File: src/rtl/rr_arbiter_8_if.sv
// Request/grant bundle between the 8 requesters and the round-robin arbiter.
// master = requester side, slave = arbiter side.
interface rr_arbiter_8_if;
  logic [7:0] req;
  logic       done;
  logic [7:0] gnt;
  logic [2:0] gnt_idx;
  logic       gnt_valid;
  logic       timeout;

  modport master (output req, output done,
                  input gnt, input gnt_idx, input gnt_valid, input timeout);
  modport slave  (input req, input done,
                  output gnt, output gnt_idx, output gnt_valid, output timeout);
endinterface

File: src/rtl/rr_arbiter_8.sv
// 8-way round-robin arbiter with a registered one-hot grant held until done/drop.
// Optional forced release after MAX_HOLD cycles under ARB_TIMEOUT_EN.
module rr_arbiter_8 #(
  parameter int MAX_HOLD = 16,
  parameter int HOLD_W   = 8
) (
  input  logic         clk,
  input  logic         rst_n,
  rr_arbiter_8_if.slave bus
);

  if ((MAX_HOLD < 2) || (MAX_HOLD > 255) || ((2 ** HOLD_W) <= MAX_HOLD)) begin : g_bad_cfg
    $error("rr_arbiter_8: illegal MAX_HOLD/HOLD_W");
  end

  typedef enum logic {IDLE, GRANT} state_t;

  state_t     state, state_nx;
  logic [7:0] gnt_q, gnt_nx;
  logic [2:0] idx_q, idx_nx;
  logic [2:0] ptr_q, ptr_nx;
  logic       to_q, to_nx;
  logic       found;
  logic [2:0] win, cand;
  logic       norm_rel, force_rel;

  // Scan ptr, ptr+1, ... ptr+7; 3-bit add gives the mod-8 wrap for free.
  always_comb begin
    found = 1'b0;
    win   = 3'd0;
    cand  = 3'd0;
    for (int k = 0; k < 8; k++) begin
      cand = ptr_q + 3'(k);
      if (!found && bus.req[cand]) begin
        found = 1'b1;
        win   = cand;
      end
    end
  end

  assign norm_rel = bus.done | ~bus.req[idx_q];

`ifdef ARB_TIMEOUT_EN
  logic [HOLD_W-1:0] hold_q;

  // Stays zero in IDLE, so it is already clear on grant entry.
  always_ff @(posedge clk or negedge rst_n) begin
    if (!rst_n)              hold_q <= '0;
    else if (state == GRANT) hold_q <= hold_q + 1'b1;
    else                     hold_q <= '0;
  end

  // A normal release in the limit cycle wins, so no timeout pulse then.
  assign force_rel = (hold_q == HOLD_W'(MAX_HOLD - 1)) & ~norm_rel;
`else
  assign force_rel = 1'b0;
`endif

  always_comb begin
    state_nx = state;
    gnt_nx   = gnt_q;
    idx_nx   = idx_q;
    ptr_nx   = ptr_q;
    to_nx    = 1'b0;
    case (state)
      IDLE: begin
        if (found) begin
          gnt_nx   = 8'd1 << win;
          idx_nx   = win;
          state_nx = GRANT;
        end
      end
      GRANT: begin
        if (norm_rel || force_rel) begin
          gnt_nx   = 8'd0;
          ptr_nx   = idx_q + 3'd1;
          to_nx    = force_rel;
          state_nx = IDLE;
        end
      end
      default: state_nx = IDLE;
    endcase
  end

  always_ff @(posedge clk or negedge rst_n) begin
    if (!rst_n) begin
      state <= IDLE;
      gnt_q <= 8'd0;
      idx_q <= 3'd0;
      ptr_q <= 3'd0;
      to_q  <= 1'b0;
    end else begin
      state <= state_nx;
      gnt_q <= gnt_nx;
      idx_q <= idx_nx;
      ptr_q <= ptr_nx;
      to_q  <= to_nx;
    end
  end

  assign bus.gnt       = gnt_q;
  assign bus.gnt_idx   = idx_q;
  assign bus.gnt_valid = |gnt_q;
  assign bus.timeout   = to_q;

endmodule

File: src/flat_wrapper.sv
// flat-port wrapper written by rule: the top's interface ports become plain ports
module rr_arbiter_8_flat 
#(
  parameter int MAX_HOLD = 16,
  parameter int HOLD_W   = 8
)
  (clk, rst_n, bus_req, bus_done, bus_gnt, bus_gnt_idx, bus_gnt_valid, bus_timeout);
  rr_arbiter_8_if bus_i ();
  input  logic clk;
  input  logic rst_n;
  input wire logic [$bits(bus_i.req)-1:0] bus_req;
  input wire logic [$bits(bus_i.done)-1:0] bus_done;
  output wire logic [$bits(bus_i.gnt)-1:0] bus_gnt;
  output wire logic [$bits(bus_i.gnt_idx)-1:0] bus_gnt_idx;
  output wire logic [$bits(bus_i.gnt_valid)-1:0] bus_gnt_valid;
  output wire logic [$bits(bus_i.timeout)-1:0] bus_timeout;
  assign bus_i.req = bus_req;
  assign bus_i.done = bus_done;
  assign bus_gnt = bus_i.gnt;
  assign bus_gnt_idx = bus_i.gnt_idx;
  assign bus_gnt_valid = bus_i.gnt_valid;
  assign bus_timeout = bus_i.timeout;
  rr_arbiter_8 #(.MAX_HOLD(MAX_HOLD), .HOLD_W(HOLD_W)) u_core (.clk(clk), .rst_n(rst_n), .bus(bus_i));
endmodule
File: config.mk
export PLATFORM = sky130hd
export DESIGN_NAME = rr_arbiter_8_flat
export DESIGN_NICKNAME = d
export VERILOG_FILES = /design/src/rtl/rr_arbiter_8_if.sv /design/src/rtl/rr_arbiter_8.sv /design/src/flat_wrapper.sv
export SDC_FILE = /design/constraint.sdc
export NUM_CORES = 1
export LEC_CHECK = 0
export CAP_MARGIN = 0
export CORE_UTILIZATION = 50
export CTS_CLUSTER_DIAMETER = 50
export CTS_CLUSTER_SIZE = 14
export DETAILED_ROUTE_END_ITERATION = 10
export GPL_TIMING_DRIVEN = 0
export PLACE_DENSITY = 0.73
export SYNTH_ARGS = -nofsm -noshare
export SYNTH_HDL_FRONTEND = slang
export SYNTH_SLANG_ARGS = --single-unit
File: constraint.sdc
create_clock -name clk -period 4.3 [get_ports clk]
set_clock_uncertainty 0.1 [all_clocks]
set_input_delay 0.645 -clock clk [delete_from_list [all_inputs] [get_ports clk]]
set_output_delay 0.645 -clock clk [all_outputs]
set_load 0.005 [all_outputs]
## Yosys cells after proc, flatten, opt, wreduce, memory -nomap -nowiden

Index checks and enable logic that the tools add are counted.

- Magnitude comparators: 9
- Add/subtract/negate cells: 8
- Multiplexer cells: 40
- Reduce and logical (&&, ||, !) cells: 18
- Eq/ne operators: 2
- Bitwise operators: 3
- Shifts and indexed selects: 1

Operators by type and width:

| cell | count |
|---|---|
| 3-bit by 4-bit less-than comparator with 1-bit output (second input constant) | 9 |
| 1-bit binary-select mux with 3-bit select | 9 |
| 3-bit two-way mux | 8 |
| 1-bit two-way mux | 19 |
| 8-bit two-way mux | 2 |
| 8-bit one-hot mux with 2 select lines | 1 |
| 3-bit adder (second input constant) | 4 |
| 8-bit OR reduction | 1 |
| 1-bit by 3-bit << shifter with 8-bit output (first input constant) | 1 |
| 1-bit logical AND | 7 |
| 1-bit logical NOT | 7 |
| 3-bit by 1-bit adder with 3-bit output (second input constant) | 2 |
| 3-bit by 2-bit adder with 3-bit output (second input constant) | 2 |
| 2-bit AND reduction | 3 |
| 2-bit by 1-bit != test with 1-bit output (second input constant) | 1 |
| 2-bit != test (second input constant) | 1 |
| 1-bit NOT | 2 |
| 1-bit one-hot mux with 2 select lines | 1 |
| 1-bit OR | 1 |

- Output and inout port bits: 13
- Register bits after elaboration: 15
- Input port bits: 11

## Longest topological paths before layout

Gate-level depths: netlist of run 1.

- Depth after elaboration: 27
- Gate-level depth with buffers: 12
- Depth with buffers taken out: 9

## Worst setup path after synthesis of run 1

No wires, ideal clock.

- Path type: register to register
- Start point: register u_core.ptr_q[1]
- End point: register u_core.gnt_q[2] (netlist: u_core.bus.gnt[2])
- Data arrival time: 3.101 ns
- Slack: 0.977 ns
- Stages on the path, launching flop included: 12
- Path buffers: 2
- Setup time: 0.122 ns
- Path through: dfrtp_1 -> buf_6 -> clkbuf_1 -> inv_1 -> ha_1 -> mux4_2 -> a21oi_4 -> a22oi_2 -> nor4b_4 -> a21boi_1 -> nor3_1 -> a32o_1

- Cells in the longest elaborated chain, start to end: 27
- Elaborated cells between the ends (all ways): 58
- Those cells by class: 7 x add/sub; 1 x eq/ne; 1 x shift; 34 x mux; 15 x reduce/logical

RTL lines:

| item | RTL line | source |
|---|---|---|
| start, declared | rr_arbiter_8.sv:21 | `logic [2:0] ptr_q, ptr_nx;` |
| start signal, assigned | rr_arbiter_8.sv:96 | `ptr_q <= ptr_nx;` |
| branches (longest 27 deep; another with 3-bit by 1-bit adder with 3-bit output) | -- |  |
| end signal, assigned | rr_arbiter_8.sv:94 | `gnt_q <= gnt_nx;` |
| end, declared | rr_arbiter_8.sv:19 | `logic [7:0] gnt_q, gnt_nx;` |

Several ways; the timed one is not identified. The select of a mux whose other input is x is not followed.
A chain may end at the register's enable or synchronous reset.

## Worst setup path after layout of run 1

- Start point: register u_core.ptr_q[1]
- End point: register u_core.idx_q[1] (netlist: u_core.bus.gnt_idx[1])

- Cells in the longest elaborated chain, start to end: 25
- Elaborated cells between the ends (all ways): 54
- Those cells by class: 7 x add/sub; 32 x mux; 15 x reduce/logical

RTL lines:

| item | RTL line | source |
|---|---|---|
| branches (longest 25 deep; another with 3-bit by 1-bit adder with 3-bit output) | -- |  |
| end signal, assigned | rr_arbiter_8.sv:95 | `idx_q <= idx_nx;` |
| end, declared | rr_arbiter_8.sv:20 | `logic [2:0] idx_q, idx_nx;` |

Several ways; the timed one is not identified. The select of a mux whose other input is x is not followed.

==> results.py, run 1 <==
metrics = {
    "global_routing": {
        "grtUsageMet1_pct": 31.7,
        "met3_usage_pct": 4.56,
        "grt.busiest_layer": "met2",
        "gr-usage-met2_pct": 45.4,
        "grt_start_max_net_pins": 16,
        "grt_use_total_pct": 25.3,
        "antenna_found_initial": 0,
        "overflow": 0,
        "grt_pass1_wl_um": 7790,
        "grt_pass1_vias": 1595,
    },
    "critical_path": {
        "worstPathMaxFanout": 10,
        "timing.rr.start": "u_core.ptr_q[1]$_DFFE_PN0P_",
        "worstPathRequired_ns": 4.33,
        "arrival_ns": 3.99,
        "cp-start-kind": "flip-flop",
        "startpoint": "u_core.ptr_q[1]$_DFFE_PN0P_",
        "critPathKind": "reg2reg",
        "cp-end-kind": "flip-flop",
    },
    "sta": {
        "hold_viol": 0,
        "drv_slew": 0,
        "setup_violations": 0,
        "fmax_mhz": 252,
        "max_slew.worst_pin.slew_ns": 0.681,
        "setup_ws_ns": 0.335,
        "finalSetupTns_ns": 0,
        "maxSlewHeadroom_pct": 54.4,
        "rsz0062_at_grt": "false",
        "fin_crit_sh_pct": 92.2,
        "period_minus_slack_ns": 3.96,
    },
    "power": {
        "p_int_mw": 0.962,
        "p_per_area_mw_per_mm2": 887,
        "netSwitchingPower_mw": 0.962,
        "clkPwrFrac_pct": 5.8,
        "leakagePower_nw": 0.852,
        "power.share.switching_pct": 50.0,
        "power_mw": 1.92,
        "seq_power_share_pct": 12.6,
        "p_comb_share_pct": 81.6,
        "vdd_drop_max_uv": 421,
    },
    "logic_synthesis": {
        "yosysSeqAreaShare_pct": 20.3,
        "synth_cell_types": 50,
        "synth_top_area_share_pct": 22.0,
        "syn_inst": 183,
        "syn_area_mm2": 0.00185,
        "synthesis.nets": 197,
        "syn-mean-instance-area_um2": 10.1,
        "synth_edf_count": 0,
        "ys.warnings.count": 0,
        "synth.largest_area_cell": "mux4_2",
        "synthFlopType": "dfrtp_1",
        "ys_ff_latch": 15,
        "synth-async-reset-ratio_pct": 100,
        "synthTopCellsByArea": "mux4_2, dfrtp_1, mux2i_1, nand2_1, o21ai_0",
    },
    "clocking": {
        "clock-sinks": 15,
        "post_cts_buffers": 0,
        "clk_latency_ns": 0.24,
        "cts_hold_buffers": 0,
        "cts_max_level": 1,
        "cts_buffers": 3,
        "path_clk_slew_ns": 0.06,
        "clock-root-buffer": "clkbuf_8",
        "cts_tree": "yes",
        "cts_resized": 0,
        "clock_path_buffers": 2,
    },
    "floorplanning": {
        "die_area_mm2": 0.00394,
        "ios": 24,
        "start_util_pct": 53.6,
        "core_area_mm2": 0.00344,
        "die_x_um": 62.8,
        "die_h_um": 62.8,
        "num_rows": 21,
    },
    "outcome": {
        "status": "complete, no violations",
    },
    "drt": {
        "routed_wl_um": 4720,
        "wl_per_cell_um": 18.5,
        "vias_per_cell": 6.32,
        "vias": 1611,
        "ant_nets": 0,
        "drtIter0Drc": 60,
        "drt_pass1_iterations": 4,
        "drc": 0,
    },
    "cells_and_area": {
        "n_fill_cell": 278,
        "final_util_pct": 63.0,
        "layout-area-overhead-vs-synth_pct": 17.5,
        "antenna_cells": 0,
        "drive_above_1_share_pct": 21.5,
        "fin_area_mm2": 0.00217,
        "layout.nets": 224,
    },
    "placement": {
        "port_buffers": 22,
        "gp_congestion": 0.952,
        "pre_cts_slack_ns": 0.377,
        "place_area_mm2": 0.00212,
        "dp_hpwl_um": 3650,
    },
    "hold_path": {
        "hp-class": "reg2reg",
        "min_from": "u_core.bus.gnt[6]$_DFFE_PN0P_",
    },
    "run": {
        "cap_violations": 0,
    },
}
-- cell usage after synthesis (all sizes together), types with 2 or more instances --
library cell and n:
or2 2, clkbuf 9, buf 10, a32o 4
xnor2 3, inv 11, mux4 18, nor2 6
a31oi 2, nor2b 2, ha 3, o21ai 10
mux2 5, nand2 17, o211ai 2, nand3 6
nand2b 2, o31ai 2, o32ai 4, mux2i 18
nor3 3, nor4 2, a22oi 2, dfrtp 15
a21o 2, xor2 2, a21oi 6, o221ai 4
-- area by class of cell --
type | count | area, um2 | share of cell area (%)
multi-input cells | 138 | 1320 | 60.6
flip-flops and latches | 15 | 375 | 17.3
repair buffers | 22 | 220 | 10.2
plain buffers | 19 | 114 | 5.25
well taps | 46 | 57.6 | 2.65
clock buffers | 4 | 45.0 | 2.08
inverters | 11 | 41.3 | 1.90
-- per-layer routing --
| layer | up-vias | wire, um |
|---|---|---|
| met5 | - | 0 |
| met4 | 0 | 69 |
| met3 | 10 | 326 |
| met2 | 75 | 2380 |
| met1 | 777 | 1940 |
| li1 | 749 | - |
-- state kept, by name, indices dropped and copies added, names as in the netlist --
register / count
u_core.state: 1
u_core.bus.gnt: 8
u_core.ptr_q: 3
u_core.bus.gnt_idx: 3
-- stage by stage --
stage          hold slack, ns  cells
3_3_place_gp            0.405    251
2_1_floorplan           0.249    183
6_report                0.424    255
3_5_place_dp            0.417    251
4_1_cts                 0.430    255
5_1_grt                 0.457    255
-- cell usage in the layout (no fill, tap or decap), drive strengths merged, types with 4 or more instances in the layout --
cell           synthesis  final
clkdlybuf4s50          0     22
mux4                  18     18
mux2i                 18     18
nand2                 17     17
dfrtp                 15     15
clkbuf                 9     13
inv                   11     11
o21ai                 10     10
buf                   10     10
nand3                  6      6
nor2                   6      6
a21oi                  6      6
mux2                   5      5
o221ai                 4      4
a32o                   4      4
o32ai                  4      4
-- worst paths after layout --
check | endpoint | slack, ns | cells past startpoint
worst max-delay path | u_core.bus.gnt_idx[1]$_DFFE_PN0P_ | 0.34 | 12
worst min-delay path | u_core.bus.gnt[6]$_DFFE_PN0P_ | 0.42 | 1
worst max register to register | u_core.bus.gnt_idx[1]$_DFFE_PN0P_ | 0.34 | 12
worst min register to register | u_core.bus.gnt[6]$_DFFE_PN0P_ | 0.42 | 1
max in group asynchronous | u_core.bus.gnt[0]$_DFFE_PN0P_ | 2.95 | 1
min in group asynchronous | u_core.bus.gnt[2]$_DFFE_PN0P_ | 0.72 | 1
-- worst max-delay path, cell delays in order, from the launching register on --
cell      delay [ns]
dfrtp_1         0.40
buf_6           0.18
clkbuf_1        0.39
inv_1           0.17
ha_1            0.39
buf_4           0.24
mux2i_1         0.34
mux2i_1         0.13
o221ai_1        0.40
o311ai_0        0.27
o211ai_1        0.14
nand3_1         0.29
mux2_1          0.40
-- cells by family (layout without fill, tap and decap cells) --
group	after synthesis	after routing	synth area share, %
adders and majority gates	3	3	2.03
other	1	1	0.203
muxes	41	41	34.8
xor gates and xnor gates	5	5	2.78
buffers and inverters	30	56	8.41
DFF	15	15	20.3
AOI/OAI and AO/OA	44	44	19.0
and+or+nand+nor	44	44	12.5
-- power by group through the flow --
| stage | clock network [mW] | logic [mW] | registers, mW |
|---|---|---|---|
| 2_1_floorplan | 0 | 1.20 | 0.239 |
| 3_3_place_gp | 0 | 1.50 | 0.242 |
| 3_5_place_dp | 0 | 1.55 | 0.246 |
| 4_1_cts | 0.115 | 1.55 | 0.242 |
| 5_1_grt | 0.122 | 1.69 | 0.251 |
| 6_report | 0.112 | 1.57 | 0.242 |
(Power assumes the default switching activity.)
==> inputs of run 2 (changes only) <==
--- a/config.mk
+++ b/config.mk
@@ -5,13 +5,13 @@
 export SDC_FILE = /design/constraint.sdc
 export NUM_CORES = 1
 export LEC_CHECK = 0
-export CAP_MARGIN = 0
 export CORE_UTILIZATION = 50
 export CTS_CLUSTER_DIAMETER = 50
 export CTS_CLUSTER_SIZE = 14
 export DETAILED_ROUTE_END_ITERATION = 10
 export GPL_TIMING_DRIVEN = 0
 export PLACE_DENSITY = 0.73
+export RECOVER_POWER = 50
 export SYNTH_ARGS = -nofsm -noshare
 export SYNTH_HDL_FRONTEND = slang
 export SYNTH_SLANG_ARGS = --single-unit
==> run 2 against run 1 <==
First-iteration DRC count is 12% higher; sequential power hardly changed; non-clock buffer count stayed put; die area stayed put; sequential cell count stayed put; clock power hardly changed; combinational power hardly changed; register-to-register slack hardly changed; critical path type unchanged.
==> results.py, run 2 (synthesized netlist as in run 1, its figures left out) <==
metrics = {
    "power": {
        "p_per_area_mw_per_mm2": 886,
        "vdd_drop_max_uv": 421,
        "leakagePower_nw": 0.871,
    },
    "global_routing": {
        "antenna_found_initial": 0,
        "overflow": 0,
        "grt_pass1_wl_um": 7790,
        "grt_pass1_vias": 1595,
        "grt_start_max_net_pins": 16,
        "grt_use_total_pct": 25.3,
    },
    "clocking": {
        "clock_path_buffers": 2,
        "cts_buffers": 3,
        "cts_tree": "yes",
        "path_clk_slew_ns": 0.06,
        "cts_hold_buffers": 0,
        "cts_resized": 0,
        "cts_max_level": 1,
        "clk_latency_ns": 0.24,
        "post_cts_buffers": 0,
        "clock-sinks": 15,
        "clock-root-buffer": "clkbuf_8",
    },
    "sta": {
        "setup_ws_ns": 0.327,
        "finalSetupTns_ns": 0,
        "hold_viol": 0,
        "period_minus_slack_ns": 3.97,
        "setup_violations": 0,
        "maxSlewHeadroom_pct": 54.0,
        "drv_slew": 0,
        "max_slew.worst_pin.slew_ns": 0.687,
        "fmax_mhz": 252,
        "rsz0062_at_grt": "false",
        "fin_crit_sh_pct": 92.4,
    },
    "drt": {
        "drc": 0,
        "routed_wl_um": 4720,
        "drt_pass1_iterations": 4,
        "wl_per_cell_um": 18.5,
        "wl_met3_um": 317,
        "drtIter0Drc": 67,
        "vias": 1612,
        "dr_wl_met2_um": 2390,
        "ant_nets": 0,
        "vias_per_cell": 6.32,
        "m1WireLength_um": 1940,
        "dr.max_layer_used": "met4",
    },
    "floorplanning": {
        "die_h_um": 62.8,
        "die_x_um": 62.8,
        "die_area_mm2": 0.00394,
        "core_area_mm2": 0.00344,
        "ios": 24,
        "num_rows": 21,
        "start_util_pct": 53.6,
    },
    "run": {
        "cap_violations": 0,
    },
    "placement": {
        "gp_congestion": 0.952,
        "dp_hpwl_um": 3650,
        "pre_cts_slack_ns": 0.377,
        "port_buffers": 22,
    },
    "cells_and_area": {
        "antenna_cells": 0,
        "final_cell_mix": "mux4_2, mux2i_1, nand2_1, clkdlybuf4s50_1, dfrtp_1",
        "layout.nets": 224,
        "drive_above_1_share_pct": 21.5,
        "layout-area-overhead-vs-synth_pct": 17.5,
        "largest_reg_flops": 8,
        "final_util_pct": 63.0,
    },
    "critical_path": {
        "cp-start-kind": "flip-flop",
        "arrival_ns": 4.00,
        "critPathKind": "reg2reg",
        "worstPathRequired_ns": 4.33,
        "cp-end-kind": "flip-flop",
        "worstPathMaxFanout": 10,
        "ff2ff_path_depth": 12,
    },
    "outcome": {
        "status": "complete, no violations",
    },
    "hold_path": {
        "min_delay_path_depth": 1,
        "hp-class": "reg2reg",
    },
}
## run 2: cell types whose count changed in the layout (fill, tap and decap cells not counted), sizes merged
cell,previous run,this run
clkdlybuf4s50,22,15
dlygate4sd3,0,7
## run 2: per-layer routing
metal / vias to the layer above / GRT usage, %
met5: - / 0
met3: 10 / 4.56
met4: 0 / 5.23
li1: 751 / -
met2: 73 / 45.4
met1: 778 / 31.7
## run 2: area by class of cell
class	count	area, um2
well taps	46	57.6
flip-flops and latches	15	375
inverters	11	41.3
clock buffers	4	45.0
fillers	278	1270
repair buffers	22	220
multi-input cells	138	1320
plain buffers	19	114
## run 2: worst paths after layout
kind,start,to,slack [ns]
worst max register to register,u_core.ptr_q[1]$_DFFE_PN0P_,u_core.bus.gnt_idx[1]$_DFFE_PN0P_,0.33
worst max-delay path,u_core.ptr_q[1]$_DFFE_PN0P_,u_core.bus.gnt_idx[1]$_DFFE_PN0P_,0.33
min in group asynchronous,rst_n,u_core.bus.gnt[2]$_DFFE_PN0P_,0.79
worst min register to register,u_core.bus.gnt[6]$_DFFE_PN0P_,u_core.bus.gnt[6]$_DFFE_PN0P_,0.42
max in group asynchronous,rst_n,u_core.bus.gnt[0]$_DFFE_PN0P_,2.88
worst min-delay path,u_core.bus.gnt[6]$_DFFE_PN0P_,u_core.bus.gnt[6]$_DFFE_PN0P_,0.42
## run 2: power by group
| group | leakage [nW] | internal (mW) | switching [mW] |
|---|---|---|---|
| registers | 0.191 | 0.193 | 0.0479 |
| logic | 0.657 | 0.700 | 0.868 |
| clock network | 0.0228 | 0.0655 | 0.0462 |
## run 2: worst max-delay path, cell delays in order (launching register included)
cell,delay (ns)
dfrtp_1,0.40
buf_6,0.18
clkbuf_1,0.39
inv_1,0.17
ha_1,0.39
buf_4,0.24
mux2i_1,0.34
mux2i_1,0.13
o221ai_1,0.40
o311ai_0,0.28
o211ai_1,0.14
nand3_1,0.29
mux2_1,0.40
## run 2: metrics by stage
step | area, um2 | power, mW | cells | hold slack, ns
2_1_floorplan | 1850 | 1.44 | 183 | 0.249
3_3_place_gp | 2120 | 1.74 | 251 | 0.405
3_5_place_dp | 2120 | 1.79 | 251 | 0.417
4_1_cts | 2170 | 1.91 | 255 | 0.430
5_1_grt | 2170 | 2.06 | 255 | 0.452
6_report | 2170 | 1.92 | 255 | 0.418
